`src/rtl/flash_loader_pkg.sv`:
```
`default_nettype none
// ============================================================================
// Module  : flash_loader_pkg
// Purpose : Shared definitions for the boot-time flash loader.
//           Holds the loader state encoding, the byte-index width used
//           by the byte packer, and the default flash geometry. The flash
//           macro and the loader both take their geometry from here, so
//           they agree on it.
// Rev     : 1.0  initial release
// ============================================================================
package flash_loader_pkg;

  // Default flash geometry, in 32-bit words.
  localparam int unsigned FL_ADDR_W  = 15;
  localparam int unsigned FL_DEPTH   = 32768;

  // Width of the byte-within-word index. A word holds 4 bytes.
  localparam int unsigned BYTE_IDX_W = 2;

  typedef enum logic [2:0] {
    ST_IDLE = 3'd0,
    ST_LEN  = 3'd1,
    ST_DATA = 3'd2,
    ST_SUM  = 3'd3,
    ST_DONE = 3'd4
  } state_e;

endpackage
`default_nettype wire

```
`src/rtl/flash_loader_byte_packer.sv`:
```
`default_nettype none
// ============================================================================
// Module  : byte_packer
// Purpose : Packs accepted bytes little-endian into a 32-bit word.
//           'word' is the word that would result if the byte now on
//           byte_in were taken as the next byte. word_valid pulses
//           combinationally on the cycle the 4th byte is taken. The
//           2-byte length field can therefore be read from word[31:16]
//           when byte_idx==1.
// Ports   : clk, rst      clock, synchronous active-high reset
//           clear         drop any partial word (priority over byte_valid)
//           byte_valid    byte_in is taken this cycle
//           byte_in[7:0]  incoming byte
//           byte_idx      number of bytes already held (0..3)
//           word[31:0]    packed word including byte_in
//           word_valid    4th byte taken this cycle
// Rev     : 1.0  initial release
// ============================================================================
module byte_packer
  import flash_loader_pkg::*;
(
  input  logic                  clk,
  input  logic                  rst,
  input  logic                  clear,
  input  logic                  byte_valid,
  input  logic [7:0]            byte_in,
  output logic [BYTE_IDX_W-1:0] byte_idx,
  output logic [31:0]           word,
  output logic                  word_valid
);

  // Only the 3 earlier bytes need storage. The 4th byte comes straight
  // from byte_in.
  logic [23:0]           shift_q, shift_d;
  logic [BYTE_IDX_W-1:0] idx_q, idx_d;

  always_comb begin
    shift_d = shift_q;
    idx_d   = idx_q;
    if (clear) begin
      shift_d = '0;
      idx_d   = '0;
    end else if (byte_valid) begin
      // Shifting right puts the oldest byte at the bottom, which gives
      // little-endian order.
      shift_d = {byte_in, shift_q[23:8]};
      idx_d   = idx_q + 1'b1;
    end
  end

  always_ff @(posedge clk) begin
    if (rst) begin
      shift_q <= '0;
      idx_q   <= '0;
    end else begin
      shift_q <= shift_d;
      idx_q   <= idx_d;
    end
  end

  assign byte_idx   = idx_q;
  assign word       = {byte_in, shift_q};
  assign word_valid = byte_valid && !clear && (&idx_q);

endmodule
`default_nettype wire

```
`src/rtl/flash_loader.sv`:
```
`default_nettype none
// ============================================================================
// Module  : flash_loader
// Purpose : Boot-time loader. It receives an image over a UART byte stream
//           and writes it to on-chip flash at word addresses 0..N-1. The
//           CPU is held in reset while the load runs.
//           Stream format: N[15:0] little-endian, then N words, each
//           little-endian. When FLASH_LOADER_CHECKSUM_EN is defined, a
//           32-bit little-endian checksum follows. It must equal the
//           mod-2^32 sum of the words.
// Ports   : clk, rst           clock, synchronous active-high reset
//           start              pulse to begin a load (ignored while busy)
//           rx_data/rx_valid   byte stream from the UART receiver
//           rx_ready           byte accepted when rx_valid && rx_ready
//           flash_addra/dina   flash write address/data
//           flash_wea          one-cycle write strobe per word
//           cpu_rst            CPU held in reset until a load has ended
//           busy               a load is in progress
//           done               one-cycle pulse at the end of a load
//           error              sticky failure flag, cleared by start/rst
//           words_wr           words written in the current load
// Config  : FLASH_LOADER_CHECKSUM_EN  adds the trailing checksum field
// Rev     : 1.0  initial release
// ============================================================================
module flash_loader
  import flash_loader_pkg::*;
#(
  parameter int unsigned ADDR_W  = FL_ADDR_W,
  parameter int unsigned DEPTH   = FL_DEPTH,
  parameter int unsigned TIMEOUT = 1000000
) (
  input  logic              clk,
  input  logic              rst,
  input  logic              start,
  input  logic [7:0]        rx_data,
  input  logic              rx_valid,
  output logic              rx_ready,
  output logic [ADDR_W-1:0] flash_addra,
  output logic [31:0]       flash_dina,
  output logic              flash_wea,
  output logic              cpu_rst,
  output logic              busy,
  output logic              done,
  output logic              error,
  output logic [ADDR_W:0]   words_wr
);

  localparam int unsigned    TO_W    = (TIMEOUT > 1) ? $clog2(TIMEOUT) : 1;
  localparam logic [TO_W-1:0] TO_LAST = TO_W'(TIMEOUT - 1);

  state_e              state_q, state_d;
  logic [ADDR_W:0]     len_q, len_d;
  logic [ADDR_W:0]     words_wr_q, words_wr_d;
  logic [TO_W-1:0]     to_cnt_q, to_cnt_d;
  logic                wea_q, wea_d;
  logic [ADDR_W-1:0]   addra_q, addra_d;
  logic [31:0]         dina_q, dina_d;
  logic                error_q, error_d;
  logic                loaded_q, loaded_d;
`ifdef FLASH_LOADER_CHECKSUM_EN
  logic [31:0]         sum_q, sum_d;
`endif

  logic                  busy_w;
  logic                  accept;
  logic                  pk_clear;
  logic [BYTE_IDX_W-1:0] pk_idx;
  logic [31:0]           pk_word;
  logic                  pk_valid;
  logic [31:0]           len32;

  byte_packer u_packer (
    .clk        (clk),
    .rst        (rst),
    .clear      (pk_clear),
    .byte_valid (accept),
    .byte_in    (rx_data),
    .byte_idx   (pk_idx),
    .word       (pk_word),
    .word_valid (pk_valid)
  );

  assign busy_w   = (state_q == ST_LEN) || (state_q == ST_DATA) || (state_q == ST_SUM);
  // No byte is taken while a word write is outstanding. A data word
  // therefore costs 5 cycles.
  assign rx_ready = busy_w && !wea_q;
  assign accept   = rx_valid && rx_ready;
  assign len32    = {16'd0, pk_word[31:16]};

  always_comb begin
    state_d    = state_q;
    len_d      = len_q;
    words_wr_d = words_wr_q;
    to_cnt_d   = to_cnt_q;
    wea_d      = 1'b0;
    addra_d    = addra_q;
    dina_d     = dina_q;
    error_d    = error_q;
    loaded_d   = loaded_q;
    pk_clear   = 1'b0;
`ifdef FLASH_LOADER_CHECKSUM_EN
    sum_d      = sum_q;
`endif

    case (state_q)
      ST_IDLE: begin
        if (start) begin
          state_d    = ST_LEN;
          error_d    = 1'b0;
          words_wr_d = '0;
          addra_d    = '0;
          to_cnt_d   = '0;
          pk_clear   = 1'b1;
`ifdef FLASH_LOADER_CHECKSUM_EN
          sum_d      = '0;
`endif
        end
      end

      ST_LEN: begin
        if (accept && (pk_idx == BYTE_IDX_W'(1))) begin
          pk_clear = 1'b1;
          if ((len32 == 32'd0) || (len32 > DEPTH)) begin
            error_d = 1'b1;
            state_d = ST_DONE;
          end else begin
            len_d   = len32[ADDR_W:0];
            state_d = ST_DATA;
          end
        end
      end

      ST_DATA: begin
        if (pk_valid) begin
          wea_d   = 1'b1;
          dina_d  = pk_word;
          addra_d = words_wr_q[ADDR_W-1:0];
        end
        // The count advances during the write cycle, so the last word
        // is known to be out before the state leaves DATA.
        if (wea_q) begin
          words_wr_d = words_wr_q + 1'b1;
`ifdef FLASH_LOADER_CHECKSUM_EN
          sum_d      = sum_q + dina_q;
          if (words_wr_d == len_q) state_d = ST_SUM;
`else
          if (words_wr_d == len_q) state_d = ST_DONE;
`endif
        end
      end

`ifdef FLASH_LOADER_CHECKSUM_EN
      ST_SUM: begin
        if (pk_valid) begin
          if (pk_word != sum_q) error_d = 1'b1;
          state_d = ST_DONE;
        end
      end
`endif

      ST_DONE: begin
        state_d  = ST_IDLE;
        loaded_d = 1'b1;
      end

      default: state_d = ST_IDLE;
    endcase

    // The inter-byte timeout overrides any transition above. Any partial
    // word is dropped. A write already on the port still completes.
    if (busy_w) begin
      if (accept) begin
        to_cnt_d = '0;
      end else if (to_cnt_q == TO_LAST) begin
        error_d  = 1'b1;
        state_d  = ST_DONE;
        pk_clear = 1'b1;
      end else begin
        to_cnt_d = to_cnt_q + 1'b1;
      end
    end
  end

  always_ff @(posedge clk) begin
    if (rst) begin
      state_q    <= ST_IDLE;
      len_q      <= '0;
      words_wr_q <= '0;
      to_cnt_q   <= '0;
      wea_q      <= 1'b0;
      addra_q    <= '0;
      dina_q     <= '0;
      error_q    <= 1'b0;
      loaded_q   <= 1'b0;
`ifdef FLASH_LOADER_CHECKSUM_EN
      sum_q      <= '0;
`endif
    end else begin
      state_q    <= state_d;
      len_q      <= len_d;
      words_wr_q <= words_wr_d;
      to_cnt_q   <= to_cnt_d;
      wea_q      <= wea_d;
      addra_q    <= addra_d;
      dina_q     <= dina_d;
      error_q    <= error_d;
      loaded_q   <= loaded_d;
`ifdef FLASH_LOADER_CHECKSUM_EN
      sum_q      <= sum_d;
`endif
    end
  end

  // A reset arriving during a write cycle must stop that write
  // immediately, not one cycle later.
  assign flash_wea   = wea_q && !rst;
  assign flash_addra = addra_q;
  assign flash_dina  = dina_q;
  assign busy        = busy_w;
  assign done        = (state_q == ST_DONE);
  assign error       = error_q;
  assign words_wr    = words_wr_q;
  assign cpu_rst     = !((state_q == ST_DONE) || ((state_q == ST_IDLE) && loaded_q));

endmodule
`default_nettype wire

```
`config.mk`:
```
export PLATFORM = sky130hd
export DESIGN_NAME = flash_loader
export DESIGN_NICKNAME = d
export VERILOG_FILES = /design/src/rtl/flash_loader_pkg.sv /design/src/rtl/flash_loader_byte_packer.sv /design/src/rtl/flash_loader.sv
export SDC_FILE = /design/constraint.sdc
export NUM_CORES = 1
export LEC_CHECK = 0
export CORE_MARGIN = 2
export CORE_UTILIZATION = 30
export DETAILED_ROUTE_END_ITERATION = 16
export PLACE_DENSITY_LB_ADDON = 0.12
export SYNTH_ARGS = -nofsm -noshare
export SYNTH_HDL_FRONTEND = slang
export SYNTH_SLANG_ARGS = --single-unit
export TNS_END_PERCENT = 1
```
`constraint.sdc`:
```
create_clock -name clk -period 2.7 [get_ports clk]
set_input_delay 0.675 -clock clk [delete_from_list [all_inputs] [get_ports clk]]
set_output_delay 0.675 -clock clk [all_outputs]
set_load 0.02 [all_outputs]
```
==> insert_results.sql <==
INSERT INTO impl_metrics (metric_group, metric, value, unit) VALUES
('status', 'status', 'complete, no violations', ''),
('critical_path', 'arrival', '1.85', 'ns'),
('logic_synthesis', 'mapped_avg_cell_area', '7.87', 'um2'),
('logic_synthesis', 'post_synth_main_area_contributors', 'sky130_fd_sc_hd__dfxtp_1, sky130_fd_sc_hd__nand2_1, sky130_fd_sc_hd__a21oi_1', ''),
('pwr', 'powerDensity', '577', 'nW/um2'),
('critical_path', 'worst_path_dominant_cell_family', 'buffers and inverters', ''),
('clock_tree', 'postCtsSetupBuffers', '0', ''),
('timing', 'fin_crit_sh', '93.5', '%'),
('placement', 'post_dp_hpwl', '11700', 'um'),
('clock_tree', 'clk-insertion-delay-late', '0.42', 'ns'),
('critical_path', 'cp_num_buf_inv', '1', ''),
('timing', 'grt_setup_unrepaired', 'false', ''),
('floorplan', 'ios', '81', ''),
('logic_synthesis', 'synthesis.yosys.warnings', '0', ''),
('min_path', 'min-delay-path-class', 'register to register', ''),
('pwr', 'peakVddDrop', '0.436', 'mV'),
('routing', 'detail_route.wl_per_cell', '15.1', 'um'),
('global_route', 'gr-total-overflow', '0', ''),
('logic_synthesis', 'syn_inst', '740', ''),
('routing', 'route.final.wire_length', '16700', 'um'),
('clock_tree', 'cts_repair_resize_count', '0', ''),
('timing', 'tightest_slew', '1.01', 'ns'),
('critical_path', 'slowest_delay', '0.63', 'ns'),
('critical_path', 'crit_path_start', 'state_q[0]$_SDFF_PP0_', ''),
('routing', 'drt_drc_violations_left', '0', ''),
('timing', 'layout_min_cycle_time', '2.52', 'ns'),
('clock_tree', 'cts.root.buffer_cell', 'sky130_fd_sc_hd__clkbuf_16', ''),
('logic_synthesis', 'ys_types', '47', ''),
('global_route', 'grtUsageTotal', '16.8', '%'),
('routing', 'detail_route.first_pass.iterations', '5', ''),
('timing', 'final_report_max_slew_violation_count', '0', ''),
('clock_tree', 'post_cts_hold_buffer_count', '0', ''),
('routing', 'num_vias', '5443', ''),
('clock_tree', 'numClockSinks', '131', ''),
('routing', 'post_drt_via_cell_ratio', '4.94', ''),
('critical_path', 'critical_path.cell_chain', 'o21bai_2 > nor2_1 > clkdlybuf4s50_1', ''),
('timing', 'timing.clock.skew', '0.00926', 'ns'),
('timing', 'setup-violations-final', '0', ''),
('clock_tree', 'clock_path_buffers', '2', ''),
('timing', 'hold_viol', '0', ''),
('critical_path', 'slowest_stage', 'sky130_fd_sc_hd__clkdlybuf4s50_1', ''),
('logic_synthesis', 'synth.ff_latch_count', '131', ''),
('critical_path', 'worstSetupStartpointType', 'register', ''),
('logic_synthesis', 'dominantRegCellSynth', 'sky130_fd_sc_hd__dfxtp_1', ''),
('logic_synthesis', 'synthesis.nets', '756', ''),
('logic_synthesis', 'ys_async_sr_fraction', '0', '%'),
('timing', 'maxSlewHeadroom', '32.7', '%'),
('layout', 'drive_gt1_share', '10.2', '%'),
('timing', 'hold_slack', '0.451', 'ns'),
('timing', 'fmaxAchievable', '396', 'MHz'),
('critical_path', 'timing.critical_path.fanout_max', '10', ''),
('pwr', 'power.total', '4.42', 'mW'),
('critical_path', 'timing.rr.start', 'words_wr[1]$_SDFFE_PP0P_', ''),
('clock_tree', 'cts-htree-levels', '4', ''),
('floorplan', 'dieWidth', '143', 'um'),
('logic_synthesis', 'edff_count_synth', '0', ''),
('critical_path', 'path_class', 'register to primary output', ''),
('critical_path', 'regToRegSetupSlack', '0.29', 'ns'),
('min_path', 'worstHoldStart', 'flash_addra[1]$_SDFFE_PP0P_', ''),
('floorplan', 'die_h', '143', 'um'),
('floorplan', 'die_area', '20500', 'um2'),
('floorplan', 'floorplan.core_area', '18900', 'um2'),
('floorplan', 'floorplan.rows', '50', ''),
('floorplan', 'initial_utilization', '30.8', '%'),
('global_route', 'grt_start_max_net_pins', '90', ''),
('layout', 'antenna_diode_count', '0', ''),
('layout', 'instances_no_fill', '1102', ''),
('critical_path', 'crit_path_end_kind', 'primary output', ''),
('logic_synthesis', 'syn-cell-area', '5830', 'um2'),
('layout', 'area_growth_syn_to_layout', '31.3', '%'),
('placement', 'place_area', '7070', 'um2');
[per-stage QoR]
stage	util, %	setup slack, ns
after global routing	40.5	0.0293
after floorplan	-	0.248
after CTS	40.5	0.128
final	40.5	0.177
after detailed placement	37.4	-0.0286
after global placement	37.4	0.0315
[cell usage after synthesis (5+ instances only)]
cell and n:
sky130_fd_sc_hd__a31oi_1 9, sky130_fd_sc_hd__nand3_1 33, sky130_fd_sc_hd__nor4_1 6, sky130_fd_sc_hd__xnor2_1 19, sky130_fd_sc_hd__nor2_1 64, sky130_fd_sc_hd__and4_1 13, sky130_fd_sc_hd__a21oi_1 100, sky130_fd_sc_hd__and2_1 5
sky130_fd_sc_hd__nand2_1 166, sky130_fd_sc_hd__and3_1 9, sky130_fd_sc_hd__mux2i_1 17, sky130_fd_sc_hd__a211oi_1 7, sky130_fd_sc_hd__clkbuf_1 37, sky130_fd_sc_hd__xor2_1 9, sky130_fd_sc_hd__buf_2 14, sky130_fd_sc_hd__or3_1 5
sky130_fd_sc_hd__o21ai_0 22, sky130_fd_sc_hd__dfxtp_1 131, sky130_fd_sc_hd__nor3_1 8, sky130_fd_sc_hd__nand4_1 13
[worst paths after layout]
path / end / cells after the start
worst max register to register: state_q[1]$_SDFF_PP0_ / 7
worst min-delay path: flash_addra[1]$_SDFFE_PP0P_ / 2
worst max-delay path: rx_ready / 3
worst min register to register: flash_addra[1]$_SDFFE_PP0P_ / 2
[placed cells by master (no fill, tap or decap), types with 7 or more instances in the layout]
cell type                         netlist  layout
sky130_fd_sc_hd__clkdlybuf4s50_1        0      79
sky130_fd_sc_hd__nor2_1                64      63
sky130_fd_sc_hd__mux2i_1               17      17
sky130_fd_sc_hd__and4_1                13      13
sky130_fd_sc_hd__a21oi_1              100     100
sky130_fd_sc_hd__dfxtp_1              131     131
sky130_fd_sc_hd__and3_1                 9       9
sky130_fd_sc_hd__nor3_1                 8       8
sky130_fd_sc_hd__nand3_1               33      33
sky130_fd_sc_hd__a31oi_1                9       9
sky130_fd_sc_hd__xor2_1                 9       9
sky130_fd_sc_hd__xnor2_1               19      19
sky130_fd_sc_hd__clkinvlp_4             0       7
sky130_fd_sc_hd__a211oi_1               7       7
sky130_fd_sc_hd__nand2_1              166     166
sky130_fd_sc_hd__nand4_1               13      13
sky130_fd_sc_hd__buf_4                  0      41
sky130_fd_sc_hd__clkbuf_16              0      17
sky130_fd_sc_hd__o21ai_0               22      22
[worst min-delay path, stage by stage, from the launching register on]
cell                      delay [ns]
sky130_fd_sc_hd__dfxtp_1        0.30
sky130_fd_sc_hd__nand2_1        0.05
sky130_fd_sc_hd__a21oi_1        0.05
[state kept, by name, indices dropped and copies added, names as in the netlist]
register           count
state_q                3
flash_addra           15
to_cnt_q              20
flash_dina            32
loaded_q               1
u_packer.byte_idx      2
error                  1
u_packer.shift_q      24
words_wr              16
len_q                 16
wea_q                  1
[logic make-up (layout without fill, tap and decap cells)]
group	count (synthesis)	after routing	synth area share, %
AND/OR/NAND/NOR	348	348	27.9
AO/OA/AOI/OAI	152	152	14.4
flip-flops	131	131	45.0
buffers and inverters	56	158	3.91
XOR/XNOR	28	28	4.21
multiplexers	21	21	3.69
adder cells (fa/ha/maj)	4	4	0.859
[cell type report]
cell class              instances  area, um2  share of cell area [%]
multi-input cells             553       2980                    39.0
clock buffers                  18        429                    5.61
repair buffers                122       1120                    14.7
well taps                     260        325                    4.25
clock inverters                14        153                    2.00
flip-flops and latches        131       2620                    34.3
inverters                       4       15.0                   0.196
[routing by layer]
metal | vias to the layer above | routed length (um) | global-route usage (%)
met5 | - | 0 | 0
met4 | 0 | 133 | 4.59
met3 | 12 | 734 | 4.13
met2 | 122 | 7600 | 26.5
met1 | 2569 | 8220 | 23.0
li1 | 2740 | - | -
[power breakdown]
| part | total, mW | leakage [nW] | switching (mW) | internal (mW) |
|---|---|---|---|---|
| combinational | 0.202 | 1.36 | 0.132 | 0.0703 |
| clock | 2.26 | 0.262 | 0.894 | 1.36 |
| sequential | 1.96 | 1.06 | 0.0147 | 1.94 |
| total | 4.42 | 2.68 | 1.04 | 3.38 |
Power figures use the tool's default switching activity.
